===== src/rtl/stepper_pkg.sv =====
// Shared types and defaults for the stepper ramp controller.
package stepper_pkg;

   localparam int PERIOD_W_DEF = 32;

   typedef enum logic [2:0] {
      S_IDLE    = 3'd0,
      S_LAUNCH  = 3'd1,
      S_ACCEL   = 3'd2,
      S_CRUISE  = 3'd3,
      S_DECEL   = 3'd4,
      S_RELEASE = 3'd5,
      S_DONE    = 3'd6
   } state_e;

endpackage


===== src/rtl/sat_addsub.sv =====
// Saturating add/subtract: the result is clamped at limit_i and never wraps.
// sub_i=1: y = max(a - b, limit); sub_i=0: y = min(a + b, limit).
module sat_addsub #(
   parameter int W = 32
) (
   input  logic [W-1:0] a_i,
   input  logic [W-1:0] b_i,
   input  logic [W-1:0] limit_i,
   input  logic         sub_i,
   output logic [W-1:0] y_o
);

   logic [W:0] sum;
   logic [W:0] diff;

   // One extra bit catches carry-out on add and borrow on subtract.
   always_comb begin
      sum  = {1'b0, a_i} + {1'b0, b_i};
      diff = {1'b0, a_i} - {1'b0, b_i};
      y_o  = a_i;
      if (sub_i) begin
         y_o = (diff[W] || (diff[W-1:0] < limit_i)) ? limit_i : diff[W-1:0];
      end else begin
         y_o = (sum[W] || (sum[W-1:0] > limit_i)) ? limit_i : sum[W-1:0];
      end
   end

endmodule


===== src/rtl/stepper_ramp_ctrl.sv =====
// Trapezoidal/triangular speed ramp on top of a step generator.
// The host hands over a move; this block drives go/stop and updates the live
// step period one cycle after each step the stepper reports.
// Host handshake: i_start is honoured only in IDLE; o_busy stays high from
// the cycle after acceptance until o_done pulses, and o_done is a one-cycle
// pulse presented together with o_busy=0.
module stepper_ramp_ctrl
   import stepper_pkg::*;
#(
   parameter int PERIOD_W = PERIOD_W_DEF
) (
   input  logic                clk,
   input  logic                rst,
   input  logic                i_start,
   input  logic                i_abort,
   output logic                o_busy,
   output logic                o_done,
   output logic                o_aborted,
   input  logic [23:0]         i_steps,
   input  logic                i_direction,
   input  logic [PERIOD_W-1:0] i_start_period,
   input  logic [PERIOD_W-1:0] i_min_period,
   input  logic [PERIOD_W-1:0] i_period_delta,
   output logic                o_stp_go,
   output logic                o_stp_stop,
   output logic [31:0]         o_stp_steps,
   output logic                o_stp_direction,
   output logic [PERIOD_W-1:0] o_stp_period,
   input  logic                i_stp_busy,
   input  logic [31:0]         i_stp_step_count,
   output logic [2:0]          o_state
);

   state_e              state_q;
   logic [23:0]         steps_q;
   logic                dir_q;
   logic [PERIOD_W-1:0] start_q;
   logic [PERIOD_W-1:0] min_q;
   logic [PERIOD_W-1:0] delta_q;
   logic [PERIOD_W-1:0] period_q;
   logic [31:0]         base_q;
   logic [31:0]         prev_done_q;
   logic [23:0]         accel_q;
   logic                go_q;
   logic                stop_q;
   logic                done_q;
   logic                aborted_q;

   logic [31:0]         done_steps;
   logic [31:0]         remaining;
   logic [31:0]         steps_ext;
   logic [31:0]         accel_ext;
   logic [31:0]         accel_nxt;
   logic                step_evt;
   logic                finished;
   logic                no_ramp;
   logic                sat_sub;
   logic [PERIOD_W-1:0] sat_limit;
   logic [PERIOD_W-1:0] sat_y;

   // Step bookkeeping relative to the count latched at start; modular
   // subtraction keeps it correct across a 32-bit counter wrap.
   always_comb begin
      steps_ext  = {8'h00, steps_q};
      accel_ext  = {8'h00, accel_q};
      accel_nxt  = accel_ext + 32'd1;
      done_steps = i_stp_step_count - base_q;
      remaining  = steps_ext - done_steps;
      step_evt   = (done_steps != prev_done_q);
      finished   = (done_steps >= steps_ext);
      no_ramp    = (min_q == start_q);
      sat_sub    = (state_q == S_ACCEL);
      sat_limit  = sat_sub ? min_q : start_q;
   end

   sat_addsub #(.W(PERIOD_W)) u_sat (
      .a_i     (period_q),
      .b_i     (delta_q),
      .limit_i (sat_limit),
      .sub_i   (sat_sub),
      .y_o     (sat_y)
   );

   // Move sequencer with registered outputs; abort outranks completion.
   always_ff @(posedge clk) begin
      if (!rst) begin
         state_q     <= S_IDLE;
         steps_q     <= '0;
         dir_q       <= 1'b0;
         start_q     <= '0;
         min_q       <= '0;
         delta_q     <= '0;
         period_q    <= '0;
         base_q      <= '0;
         prev_done_q <= '0;
         accel_q     <= '0;
         go_q        <= 1'b0;
         stop_q      <= 1'b0;
         done_q      <= 1'b0;
         aborted_q   <= 1'b0;
      end else begin
         prev_done_q <= done_steps;
         stop_q      <= 1'b0;
         done_q      <= 1'b0;
         case (state_q)
            S_IDLE: begin
               if (i_start) begin
                  steps_q     <= i_steps;
                  dir_q       <= i_direction;
                  start_q     <= i_start_period;
                  delta_q     <= i_period_delta;
                  // A floor at or above the start speed, or no step change,
                  // collapses the ramp into a flat cruise.
                  min_q       <= ((i_min_period >= i_start_period) || (i_period_delta == '0))
                                 ? i_start_period : i_min_period;
                  base_q      <= i_stp_step_count;
                  prev_done_q <= 32'd0;
                  period_q    <= i_start_period;
                  accel_q     <= '0;
                  aborted_q   <= 1'b0;
                  if (i_steps == 24'd0) begin
                     state_q <= S_DONE;
                  end else begin
                     go_q    <= 1'b1;
                     state_q <= S_LAUNCH;
                  end
               end
            end
            S_LAUNCH, S_ACCEL, S_CRUISE, S_DECEL: begin
               if (i_abort) begin
                  stop_q    <= 1'b1;
                  go_q      <= 1'b0;
                  aborted_q <= 1'b1;
                  state_q   <= S_RELEASE;
               end else if (finished) begin
                  go_q    <= 1'b0;
                  state_q <= S_RELEASE;
               end else begin
                  case (state_q)
                     S_LAUNCH: state_q <= no_ramp ? S_CRUISE : S_ACCEL;
                     S_ACCEL: begin
                        if (step_evt) begin
                           period_q <= sat_y;
                           accel_q  <= accel_q + 24'd1;
                           if (remaining <= accel_nxt) begin
                              state_q <= S_DECEL;
                           end else if (sat_y == min_q) begin
                              state_q <= S_CRUISE;
                           end
                        end
                     end
                     S_CRUISE: begin
                        if (remaining <= accel_ext) begin
                           state_q <= S_DECEL;
                        end
                     end
                     S_DECEL: begin
                        if (step_evt) begin
                           period_q <= sat_y;
                        end
                     end
                     default: ;
                  endcase
               end
            end
            S_RELEASE: begin
               if (!i_stp_busy) begin
                  state_q <= S_DONE;
               end
            end
            S_DONE: begin
               done_q  <= 1'b1;
               state_q <= S_IDLE;
            end
            default: state_q <= S_IDLE;
         endcase
      end
   end

   assign o_busy          = (state_q != S_IDLE);
   assign o_done          = done_q;
   assign o_aborted       = aborted_q;
   assign o_stp_go        = go_q;
   assign o_stp_stop      = stop_q;
   assign o_stp_steps     = {steps_q, 8'h00};
   assign o_stp_direction = dir_q;
   assign o_stp_period    = period_q;
   assign o_state         = state_q;

endmodule


===== config.mk =====
export PLATFORM = sky130hd
export DESIGN_NAME = stepper_ramp_ctrl
export DESIGN_NICKNAME = d
export VERILOG_FILES = /design/src/rtl/stepper_pkg.sv /design/src/rtl/sat_addsub.sv /design/src/rtl/stepper_ramp_ctrl.sv
export SDC_FILE = /design/constraint.sdc
export NUM_CORES = 1
export LEC_CHECK = 0
export CAP_MARGIN = 15
export CORE_MARGIN = 10
export CORE_UTILIZATION = 50
export CTS_CLUSTER_SIZE = 10
export DETAILED_ROUTE_END_ITERATION = 16
export MAX_ROUTING_LAYER = met4
export PLACE_DENSITY_LB_ADDON = 0.25
export SLEW_MARGIN = 30
export SYNTH_ARGS = -nofsm -noshare
export SYNTH_HDL_FRONTEND = slang
export SYNTH_SLANG_ARGS = --single-unit

===== constraint.sdc =====
create_clock -name clk -period 9.94 [get_ports clk]
set_input_delay 2.485 -clock clk [delete_from_list [all_inputs] [get_ports clk]]
set_output_delay 2.485 -clock clk [all_outputs]
set_load 0.02 [all_outputs]

==> impl_metrics.toml <==
[outcome]
run_status = "finished clean"

[power]
switching_share_pct = 53.3
pwr-share-comb_pct = 73.7
power.internal_mw = 4.97
power.density_mw_per_mm2 = 387
clockPowerShare_pct = 11.8
total_power_mw = 10.6
p_leak_nw = 11.5
ir_drop_v = 0.000342
switchingPower_mw = 5.68
pwr-share-seq_pct = 14.5

[global_routing]
grt_overflow = 0
grt_first_pass_wirelength_um = 134000
grt_util_met3_pct = 5.50
grt_util_met1_pct = 43.4
met2_usage_pct = 43.9
grt_max_degree = 121
grt_pass1_vias = 22600
grt-busiest-layer = "met2"
grt_usage_pct = 30.8
antenna_found_initial = 4

[job]
drv_cap = 0

[floorplan]
die_w_um = 238
rows = 79
core_mm2 = 0.0469
io_pins = 231
dieArea_mm2 = 0.0568
start_util_pct = 50.8
die_y_um = 238

[synth]
ys_warn_count = 0
syn_avg_cell_area_um2 = 7.66
synth_ff_type = "dfxtp_1"
synth_area_mm2 = 0.0238
ys_ff_latch = 248
synthesis.instances = 3108
synthArstFlopShare_pct = 0
synth_edf_count = 0
synth_fa_ha_area_share_pct = 14.1
synth_mux_area_share_pct = 4.83
yosys.area_share.simple_pct = 19.2
synth.distinct_cells = 106
synthXorXnorAreaFrac_pct = 8.89
synth_top_family_by_area = "compound AO/OA/AOI/OAI gates"
seq_area_frac_synth_pct = 20.8
synth-compound-area-share_pct = 25.7

[drt]
num_vias = 23600
drt_wl_total_um = 87800
drcViolationCount = 0
drtIter0Drc = 2054
vias_per_cell = 6.13
final_antenna_net_count = 0
wire_per_inst_um = 22.8
first_pass_iters = 7

[placement]
routabilityCongestion = 0.993
dp_cells = 3794
dp_slack_ns = 0.256
io_buffer_count = 222
dp_hpwl_um = 69100

[timing]
relSlewSlack_pct = 31.5
worst_slack_ns = 0.764
setup_viol = 0
hold_violations = 0
fmax_mhz = 109
period_share_pct = 92.3
finalCriticalPeriod_ns = 9.18
worst_slew_pin_slew_ns = 1.01
rsz0062_at_grt = "false"
fin_tns_setup_ns = 0
drv_slew = 0
fin_worst_skew_ns = 0.0195

[setup_path]
worst_setup_path_end_kind = "flip-flop"
worstPathArrival_ns = 9.63
cpMaxStageDelayCell = "clkdlybuf4s50_1"
critPathKind = "input pin to flip-flop"
slowest_delay_ns = 0.43
critical_path.max_fanout = 5
timing.critical_path.from_type = "input pin"
crit_required_ns = 10.40

[clock_network]
clk_latency_ns = 0.58
path_clk_slew_ns = 0.06
cts_tree = "built"
hold_buffers = 0
cts-root-buf = "clkbuf_16"
cts_resized = 0
h-tree-depth = 2
cts.sinks = 248
cts_buffer_depth = 3
cts_buffers = 34
postCtsSetupRepairBufs = 0

[final_layout]
multi_input_area_mm2 = 0.0174
fin_nets = 3642
drive_gt1_share_pct = 4.63
area_delta_synth_final_pct = 15.4
finish.utilization_pct = 58.7
finalNonFillerCells = 3853
num-fill-cells = 4372
regArea_mm2 = 0.00496
final_common_cell = "nand2_1"
final_cell_mix = "nand2_1 (396), ha_1 (256), dfxtp_1 (248)"

[worst_hold_path]
hp-class = "flip-flop to flip-flop"
[final timing paths]
path	depth (start not counted)	slack, ns	endpoint	from
worst min register to register	2	0.46	base_q[13]$_SDFFE_PN0P_	base_q[13]$_SDFFE_PN0P_
worst min-delay path	2	0.46	base_q[13]$_SDFFE_PN0P_	base_q[13]$_SDFFE_PN0P_
worst max register to register	26	1.19	o_state[2]$_SDFFE_PN0P_	o_stp_period[1]$_SDFFE_PN0P_
worst max-delay path	35	0.76	o_state[0]$_SDFFE_PN0P_	i_stp_step_count[0]
[worst max-delay path, delay by kind of cell]
kind                     cells  cell delay, ns
buffers and inverters        3            0.55
adder cells (fa/ha/maj)      4            1.22
AND/OR/NAND/NOR              8            1.10
AO/OA/AOI/OAI               18            3.64
XOR/XNOR                     2            0.64
[cell type report]
class,count,share of cell area [%]
Sequential cell,248,18.1
Tap cell,607,2.76
Clock buffer,46,3.44
Antenna cell,3,0.0273
Clock inverter,9,0.628
Timing Repair Buffer,253,9.06
Multi-Input combinational cell,2488,63.3
Inverter,199,2.72
[cell usage after synthesis (22+ instances only)]
library cell | number | share of area (%)
nand2_1 | 400 | 6.3
ha_1 | 256 | 13
dfxtp_1 | 248 | 21
a21oi_1 | 221 | 4.6
inv_1 | 199 | 3.1
nor2_1 | 166 | 2.6
o21ai_0 | 164 | 3.4
xnor2_1 | 156 | 5.7
clkbuf_1 | 131 | 2.1
a21boi_0 | 123 | 3.9
mux2i_1 | 100 | 4.2
xor2_1 | 71 | 2.6
a21o_1 | 56 | 1.8
nand3_1 | 54 | 1.1
nand4_1 | 54 | 1.4
o211ai_1 | 52 | 1.6
nor3_1 | 47 | 0.99
nand2b_1 | 42 | 1.1
nor2b_1 | 40 | 1.1
and3_1 | 34 | 0.89
nor4_1 | 34 | 0.89
a21boi_1 | 33 | 1.0
o21a_1 | 25 | 0.79
a211oi_1 | 22 | 0.69
a31oi_1 | 22 | 0.58
[cells by family (layout without fill, tap and decap cells)]
family,count (synthesis),count (layout)
other,1,11
adders and majority gates,268,268
xor gates and xnor gates,233,233
muxes,113,113
and+or+nand+nor,956,956
DFF,248,248
AOI/OAI and AO/OA,910,910
buffers and inverters,379,507
[layer usage]
metal | vias up | part of all wire [%]
met5 | - | 0
met1 | 11300 | 48
met4 | 0 | 2.6
met3 | 113 | 8.3
met2 | 893 | 42
li1 | 11300 | -
[flip-flops by register name, indices dropped and copies added, names as in the netlist, 24 cells and up]
| register | cells |
|---|---|
| base_q | 32 |
| delta_q | 32 |
| min_q | 32 |
| o_stp_period | 32 |
| prev_done_q | 32 |
| start_q | 32 |
| accel_q | 24 |
| steps_q | 24 |
[per-stage QoR]
step | hold slack [ns] | area [um^2]
after floorplan | 0.443 | 23800
after global placement | 0.449 | 26300
after detailed placement | 0.459 | 26300
after CTS | 0.466 | 27500
after global routing | 0.487 | 27500
final | 0.464 | 27500
[power by group through the flow]
stage                     Clock, mW  Sequential (mW)  Combinational [mW]
after floorplan                   0             1.49                5.26
after global placement            0             1.54                7.53
after detailed placement          0             1.55                7.58
after CTS                      1.27             1.53                7.64
after global routing           1.31             1.57                8.50
final                          1.25             1.54                7.85
No activity file was read; power rests on OpenSTA's default activity.
